## src/rtl/seq_pkg.sv

```systemverilog
// Shared types and default widths for the loop scan sequencer.
// The optional cycle counter is enabled by defining SEQ_CYCLE_COUNT_EN.
package seq_pkg;

    localparam int CNT_W_DEF  = 8;
    localparam int PERF_W_DEF = 16;

    typedef enum logic [1:0] {
        ST_IDLE = 2'd0,
        ST_RUN  = 2'd1,
        ST_DONE = 2'd2
    } seq_state_t;

endpackage

```

## src/rtl/scan_index_counter.sv

```systemverilog
// Index counter with load-clear, increment enable and terminal-count flag.
// tc is high when the count sits on limit-1; the owner decides when to wrap.
module scan_index_counter
    import seq_pkg::*;
#(
    parameter int W = CNT_W_DEF
) (
    input  logic         clk,
    input  logic         rst,
    input  logic         clear,
    input  logic         inc,
    input  logic [W-1:0] limit,
    output logic [W-1:0] cnt,
    output logic         tc
);

    localparam logic [W-1:0] ONE = {{(W-1){1'b0}}, 1'b1};

    logic [W-1:0] cnt_r;
    logic [W-1:0] last_s;

    assign last_s = limit - ONE;

    // index register: clear wins over increment
    always_ff @(posedge clk) begin
        if (!rst) begin
            cnt_r <= {W{1'b0}};
        end else if (clear) begin
            cnt_r <= {W{1'b0}};
        end else if (inc) begin
            cnt_r <= cnt_r + ONE;
        end else begin
            cnt_r <= cnt_r;
        end
    end

    assign cnt = cnt_r;
    assign tc  = (cnt_r == last_s);

endmodule

```

## src/rtl/loop_scan_sequencer.sv

```systemverilog
// Row x column scan controller issuing index pairs over a valid/ready handshake.
// Define SEQ_CYCLE_COUNT_EN to build the saturating RUN-cycle counter on cycle_cnt_o.
module loop_scan_sequencer
    import seq_pkg::*;
#(
    parameter int CNT_W  = CNT_W_DEF,
    parameter int PERF_W = PERF_W_DEF
) (
    input  logic              clk,
    input  logic              rst,
    input  logic              start_i,
    input  logic [CNT_W-1:0]  num_row_i,
    input  logic [CNT_W-1:0]  num_col_i,
    input  logic              ready_i,
    output logic [CNT_W-1:0]  row_o,
    output logic [CNT_W-1:0]  col_o,
    output logic              valid_o,
    output logic              row_last_o,
    output logic              busy_o,
    output logic              done_o,
    output logic [PERF_W-1:0] cycle_cnt_o
);

    localparam logic [CNT_W-1:0] ONE  = {{(CNT_W-1){1'b0}}, 1'b1};
    localparam logic [CNT_W-1:0] ZERO = {CNT_W{1'b0}};

    seq_state_t       state_r;
    logic [CNT_W-1:0] num_row_r;
    logic [CNT_W-1:0] num_col_r;
    logic             valid_r;
    logic             row_last_r;
    logic             busy_r;
    logic             done_r;

    logic             start_acc_s;
    logic             beat_s;
    logic             row_clear_s;
    logic             row_inc_s;
    logic             col_clear_s;
    logic             col_inc_s;
    logic             row_tc_s;
    logic             col_tc_s;
    logic [CNT_W-1:0] row_cnt_s;
    logic [CNT_W-1:0] col_cnt_s;
    logic             col_next_last_s;

    // counter control derived from the handshake; column is the inner loop
    always_comb begin
        start_acc_s     = 1'b0;
        beat_s          = 1'b0;
        col_clear_s     = 1'b0;
        col_inc_s       = 1'b0;
        row_clear_s     = 1'b0;
        row_inc_s       = 1'b0;
        if (state_r == ST_IDLE) begin
            start_acc_s = start_i;
        end else begin
            start_acc_s = 1'b0;
        end
        if (state_r == ST_RUN) begin
            beat_s = ready_i;
        end else begin
            beat_s = 1'b0;
        end
        col_clear_s = start_acc_s | (beat_s & col_tc_s);
        col_inc_s   = beat_s & ~col_tc_s;
        row_clear_s = start_acc_s;
        row_inc_s   = beat_s & col_tc_s & ~row_tc_s;
    end

    assign col_next_last_s = ((col_cnt_s + ONE) == (num_col_r - ONE));

    scan_index_counter #(.W(CNT_W)) u_row_cnt (
        .clk   (clk),
        .rst   (rst),
        .clear (row_clear_s),
        .inc   (row_inc_s),
        .limit (num_row_r),
        .cnt   (row_cnt_s),
        .tc    (row_tc_s)
    );

    scan_index_counter #(.W(CNT_W)) u_col_cnt (
        .clk   (clk),
        .rst   (rst),
        .clear (col_clear_s),
        .inc   (col_inc_s),
        .limit (num_col_r),
        .cnt   (col_cnt_s),
        .tc    (col_tc_s)
    );

    // sequencer FSM; row_last is precomputed for the pair that will be shown next
    always_ff @(posedge clk) begin
        if (!rst) begin
            state_r    <= ST_IDLE;
            num_row_r  <= ZERO;
            num_col_r  <= ZERO;
            valid_r    <= 1'b0;
            row_last_r <= 1'b0;
            busy_r     <= 1'b0;
            done_r     <= 1'b0;
        end else begin
            case (state_r)
                ST_IDLE: begin
                    done_r <= 1'b0;
                    if (start_i) begin
                        num_row_r <= num_row_i;
                        num_col_r <= num_col_i;
                        busy_r    <= 1'b1;
                        if ((num_row_i == ZERO) || (num_col_i == ZERO)) begin
                            state_r    <= ST_DONE;
                            valid_r    <= 1'b0;
                            row_last_r <= 1'b0;
                            done_r     <= 1'b1;
                        end else begin
                            state_r    <= ST_RUN;
                            valid_r    <= 1'b1;
                            row_last_r <= (num_col_i == ONE);
                        end
                    end else begin
                        state_r <= ST_IDLE;
                    end
                end
                ST_RUN: begin
                    if (beat_s) begin
                        if (col_tc_s && row_tc_s) begin
                            state_r    <= ST_DONE;
                            valid_r    <= 1'b0;
                            row_last_r <= 1'b0;
                            done_r     <= 1'b1;
                        end else if (col_tc_s) begin
                            row_last_r <= (num_col_r == ONE);
                        end else begin
                            row_last_r <= col_next_last_s;
                        end
                    end else begin
                        row_last_r <= row_last_r;
                    end
                end
                ST_DONE: begin
                    state_r <= ST_IDLE;
                    done_r  <= 1'b0;
                    busy_r  <= 1'b0;
                    valid_r <= 1'b0;
                end
                default: begin
                    state_r    <= ST_IDLE;
                    valid_r    <= 1'b0;
                    row_last_r <= 1'b0;
                    busy_r     <= 1'b0;
                    done_r     <= 1'b0;
                end
            endcase
        end
    end

`ifdef SEQ_CYCLE_COUNT_EN
    logic [PERF_W-1:0] cycle_cnt_r;

    // RUN-cycle counter, saturating, cleared by an accepted start
    always_ff @(posedge clk) begin
        if (!rst) begin
            cycle_cnt_r <= {PERF_W{1'b0}};
        end else if (start_acc_s) begin
            cycle_cnt_r <= {PERF_W{1'b0}};
        end else if ((state_r == ST_RUN) && (cycle_cnt_r != {PERF_W{1'b1}})) begin
            cycle_cnt_r <= cycle_cnt_r + {{(PERF_W-1){1'b0}}, 1'b1};
        end else begin
            cycle_cnt_r <= cycle_cnt_r;
        end
    end

    assign cycle_cnt_o = cycle_cnt_r;
`else
    assign cycle_cnt_o = {PERF_W{1'b0}};
`endif

    assign row_o      = row_cnt_s;
    assign col_o      = col_cnt_s;
    assign valid_o    = valid_r;
    assign row_last_o = row_last_r;
    assign busy_o     = busy_r;
    assign done_o     = done_r;

endmodule

```

## config.mk

```make
export PLATFORM = sky130hd
export DESIGN_NAME = loop_scan_sequencer
export DESIGN_NICKNAME = d
export VERILOG_FILES = /design/src/rtl/seq_pkg.sv /design/src/rtl/scan_index_counter.sv /design/src/rtl/loop_scan_sequencer.sv
export SDC_FILE = /design/constraint.sdc
export NUM_CORES = 1
export LEC_CHECK = 0
export ABC_AREA = 0
export ABC_CLOCK_PERIOD_IN_PS = 5060
export CORE_MARGIN = 2
export CORE_UTILIZATION = 50
export DETAILED_ROUTE_END_ITERATION = 8
export PLACE_DENSITY = 0.81
export SYNTH_ARGS = -nofsm -noshare
export SYNTH_HDL_FRONTEND = slang
export SYNTH_SLANG_ARGS = --single-unit
export TNS_END_PERCENT = 1
```

## constraint.sdc

```tcl
create_clock -name clk -period 5.06 [get_ports clk]
set_clock_uncertainty 0.05 [all_clocks]
set_input_delay 1.012 -clock clk [delete_from_list [all_inputs] [get_ports clk]]
set_output_delay 1.012 -clock clk [all_outputs]
set_load 0.01 [all_outputs]
```

==> results.json <==
{
  "status": "completed",
  "ys_ff_latch": 37,
  "grt_pass1_vias": 2163,
  "slowest_stage": "nor4b_4",
  "muxShareOfSynthArea": 0.007637,
  "grt_setup_unrepaired": "false",
  "cts_hold_buf": 0,
  "grt_max_degree": 25,
  "max_stage_delay_ns": 0.63,
  "synth-compound-area-share": 0.1704,
  "cts_resized": 0,
  "port_buffers": 39,
  "fin_crit_ns": 2.852,
  "diodes": 0,
  "drc": 0,
  "r2r_end": "u_row_cnt.cnt[7]",
  "core_mm2": 0.005075,
  "synth-main-ff-cell": "dfxtp_1",
  "synthAdderAreaFrac": 0.02387,
  "grt_pass1_wl_um": 9956,
  "crit_path_start": "num_col_r[0]",
  "yosys.cell_types.count": 63,
  "critPathMaxFanout": 13,
  "rows": 26,
  "crit_arrival_ns": 3.03,
  "hpwlAfterDp_um": 4336,
  "synth_xor_area_frac": 0.1212,
  "setup_viol": 0,
  "antenna_found_initial": 0,
  "dr.pass1.iters": 4,
  "ys_seq_area_frac": 0.2826,
  "drv_cap": 0,
  "fin_hold_ws_ns": 0.4506,
  "htree_levels": 2,
  "max_freq_mhz": 350.6,
  "hold_class": "reg -> reg",
  "drtIter0Drc": 165,
  "synth_simple_gate_area_frac": 0.3007,
  "reg2reg_slack_ns": 2.21,
  "dieArea_mm2": 0.005838,
  "setup-tns-final_ns": 0,
  "peakVddDrop_mv": 0.1646,
  "synth_warnings": 0,
  "syn_inst": 335,
  "clock_sinks": 37,
  "cts-buffers-inserted": 5,
  "critical-path-top-delay-family": "simple AND/OR/NAND/NOR gates",
  "cts_buffer_depth": 2,
  "area_growth_pct": 16.18,
  "wirelength_um": 5686,
  "nNetsFinal": 388,
  "die_h_um": 76.41,
  "cp_num_cells": 9,
  "die_w_um": 76.41,
  "clock_latency_ns": 0.29,
  "required_ns": 5.23,
  "total_leakage_power_nw": 1.112,
  "cts_tree": "built",
  "regToRegStartpoint": "num_col_r[0]",
  "root_buffer": "clkbuf_8",
  "wl_per_cell_um": 13.13,
  "start_util": 0.5165,
  "reg2regPathDepth": 9,
  "synth_edf_count": 0,
  "synth_top_family_by_area": "simple AND/OR/NAND/NOR gates",
  "post-cts-setup-buffers": 0,
  "syn_area_mm2": 0.002621,
  "crit_chain": "inv_1 -> ha_1 -> o21ba_2 -> a221oi_1 -> a31oi_1 -> nor4b_4 -> nand4_1 -> nor4_2 -> mux2i_1",
  "path_clk_slew_ns": 0.07,
  "grt_usage": 0.2049,
  "hold_viol_final": 0,
  "gp_congestion": 0.8605,
  "critPathLaunchType": "flop",
  "vias": 2357,
  "drv_slew": 0,
  "viasPerCell": 5.443,
  "period_share": 0.5637,
  "cp.buffers_inverters": 1,
  "async_reset_ff_frac": 0,
  "drive_gt1_frac": 0.05510,
  "tightest_slew_ns": 0.6686,
  "power-per-cell-area_mw_per_mm2": 222.9,
  "design_power_total_mw": 0.6787,
  "worstSetupEndpointType": "flop",
  "drtAntennaViolNets": 0,
  "io_pins": 56,
  "critPathKind": "reg -> reg",
  "avgSynthCellArea_um2": 7.825,
  "slew_headroom": 0.5524,
  "grt.overflow.total": 0,
  "crit_end": "u_row_cnt.cnt[7]"
}
through the flow:
step | setup slack, ns | area, um2 | util | std cells
6_report | 2.208 | 3045 | 0.6001 | 433
5_1_grt | 1.933 | 3045 | 0.6001 | 433
4_1_cts | 2.195 | 3045 | 0.6001 | 433
3_5_place_dp | 1.932 | 2959 | 0.5831 | 426
3_3_place_gp | 2.048 | 2959 | 0.5831 | 426
2_1_floorplan | 2.651 | 2678 | - | 350
sequential cells by signal, summed over array words and instances (netlist names):
signal and flops:
num_row_r 8, valid_o 1, row_last_o 1, u_col_cnt.cnt 8, num_col_r 8, state_r 2, busy_o 1, u_row_cnt.cnt 8
cell usage after synthesis, types with 2 or more instances:
master,instances,area share
nand2_1,52,0.074
dfxtp_1,37,0.28
nor2_1,23,0.033
a21boi_0,17,0.049
a21oi_1,16,0.031
buf_4,16,0.046
xor2_1,16,0.053
xnor2_1,15,0.050
inv_1,12,0.017
clkbuf_1,11,0.016
nand3_1,11,0.021
nor3_1,10,0.019
o21ai_0,9,0.017
nor4_1,7,0.017
nand4_1,6,0.014
ha_1,5,0.024
nor2b_1,5,0.012
and2_1,4,0.0095
and3_1,3,0.0072
and4_1,3,0.010
buf_2,3,0.0057
nand3b_1,3,0.0086
o21ai_1,3,0.0057
a221oi_1,2,0.0067
a22oi_1,2,0.0057
a31oi_1,2,0.0048
and3_2,2,0.0057
mux2i_1,2,0.0076
nor4b_1,2,0.0067
o21ba_2,2,0.0076
or3_1,2,0.0048
power by group:
part	total (mW)	internal, mW	switching [mW]	leakage (nW)
sequential	0.319	0.303	0.0160	0.301
combinational	0.154	0.0716	0.0822	0.766
clock	0.206	0.108	0.0980	0.0443
metal layers:
| layer | track usage | share of wire | wire length, um |
|---|---|---|---|
| met1 | 0.2771 | 0.47 | 2697 |
| met2 | 0.3274 | 0.44 | 2515 |
| met3 | 0.03555 | 0.066 | 374 |
| met4 | 0.07455 | 0.017 | 98 |
| met5 | 0 | 0 | 0 |
worst min-delay path by stage:
stage                 startpoint      endpoint  slack (ns)  depth (start not counted)
floorplan           num_row_r[7]  num_row_r[7]        0.41                          2
global placement    num_row_r[7]  num_row_r[7]        0.44                          2
detailed placement  num_col_r[1]  num_col_r[1]        0.45                          2
CTS                 num_col_r[1]  num_col_r[1]        0.45                          2
global route        num_row_r[7]  num_row_r[7]        0.48                          2
finish              num_col_r[1]  num_col_r[1]        0.45                          2
worst register-to-register path, cell delays in order (launching register included):
cell	delay, ns
dfxtp_1	0.44
inv_1	0.07
ha_1	0.24
o21ba_2	0.21
a221oi_1	0.28
a31oi_1	0.14
nor4b_4	0.63
nand4_1	0.21
nor4_2	0.32
mux2i_1	0.21
kinds of logic (layout without fill, tap and decap cells):
group	count (synthesis)	in the layout
simple gates	147	147
compound gates	65	65
buf+inv	45	58
flops	37	37
xor+xnor	33	33
fa+ha+maj	5	5
mux	2	2
other cells	1	16
layout by cell type, fill, tap and decap left out, types with 2 or more instances in the layout:
master / count
clkbuf_8: 6
nand3_1: 11
and2_1: 4
a31oi_1: 2
inv_1: 12
conb_1: 16
nand2_1: 52
dfxtp_1: 37
and3_2: 2
or3_1: 2
a21boi_0: 17
nor4b_1: 2
a221oi_1: 2
nand4_1: 6
a21oi_1: 16
ha_1: 5
o21ai_1: 3
and4_1: 3
nor4_1: 7
o21ai_0: 9
xnor2_1: 15
o21ba_2: 2
and3_1: 3
xor2_1: 16
nor2_1: 23
mux2i_1: 2
nand3b_1: 3
a22oi_1: 2
nor3_1: 10
nor2b_1: 5
clkdlybuf4s50_1: 39
cell type report:
cell class                      instances  area, um2
Fill cell                             459       2029
Multi-Input combinational cell        268       1695
Sequential cell                        37      740.7
Timing Repair Buffer                   39      390.4
Tap cell                               70      87.58
Clock buffer                            7      86.33
Inverter                               12      45.04
No activity file was read; power rests on OpenSTA's default activity.
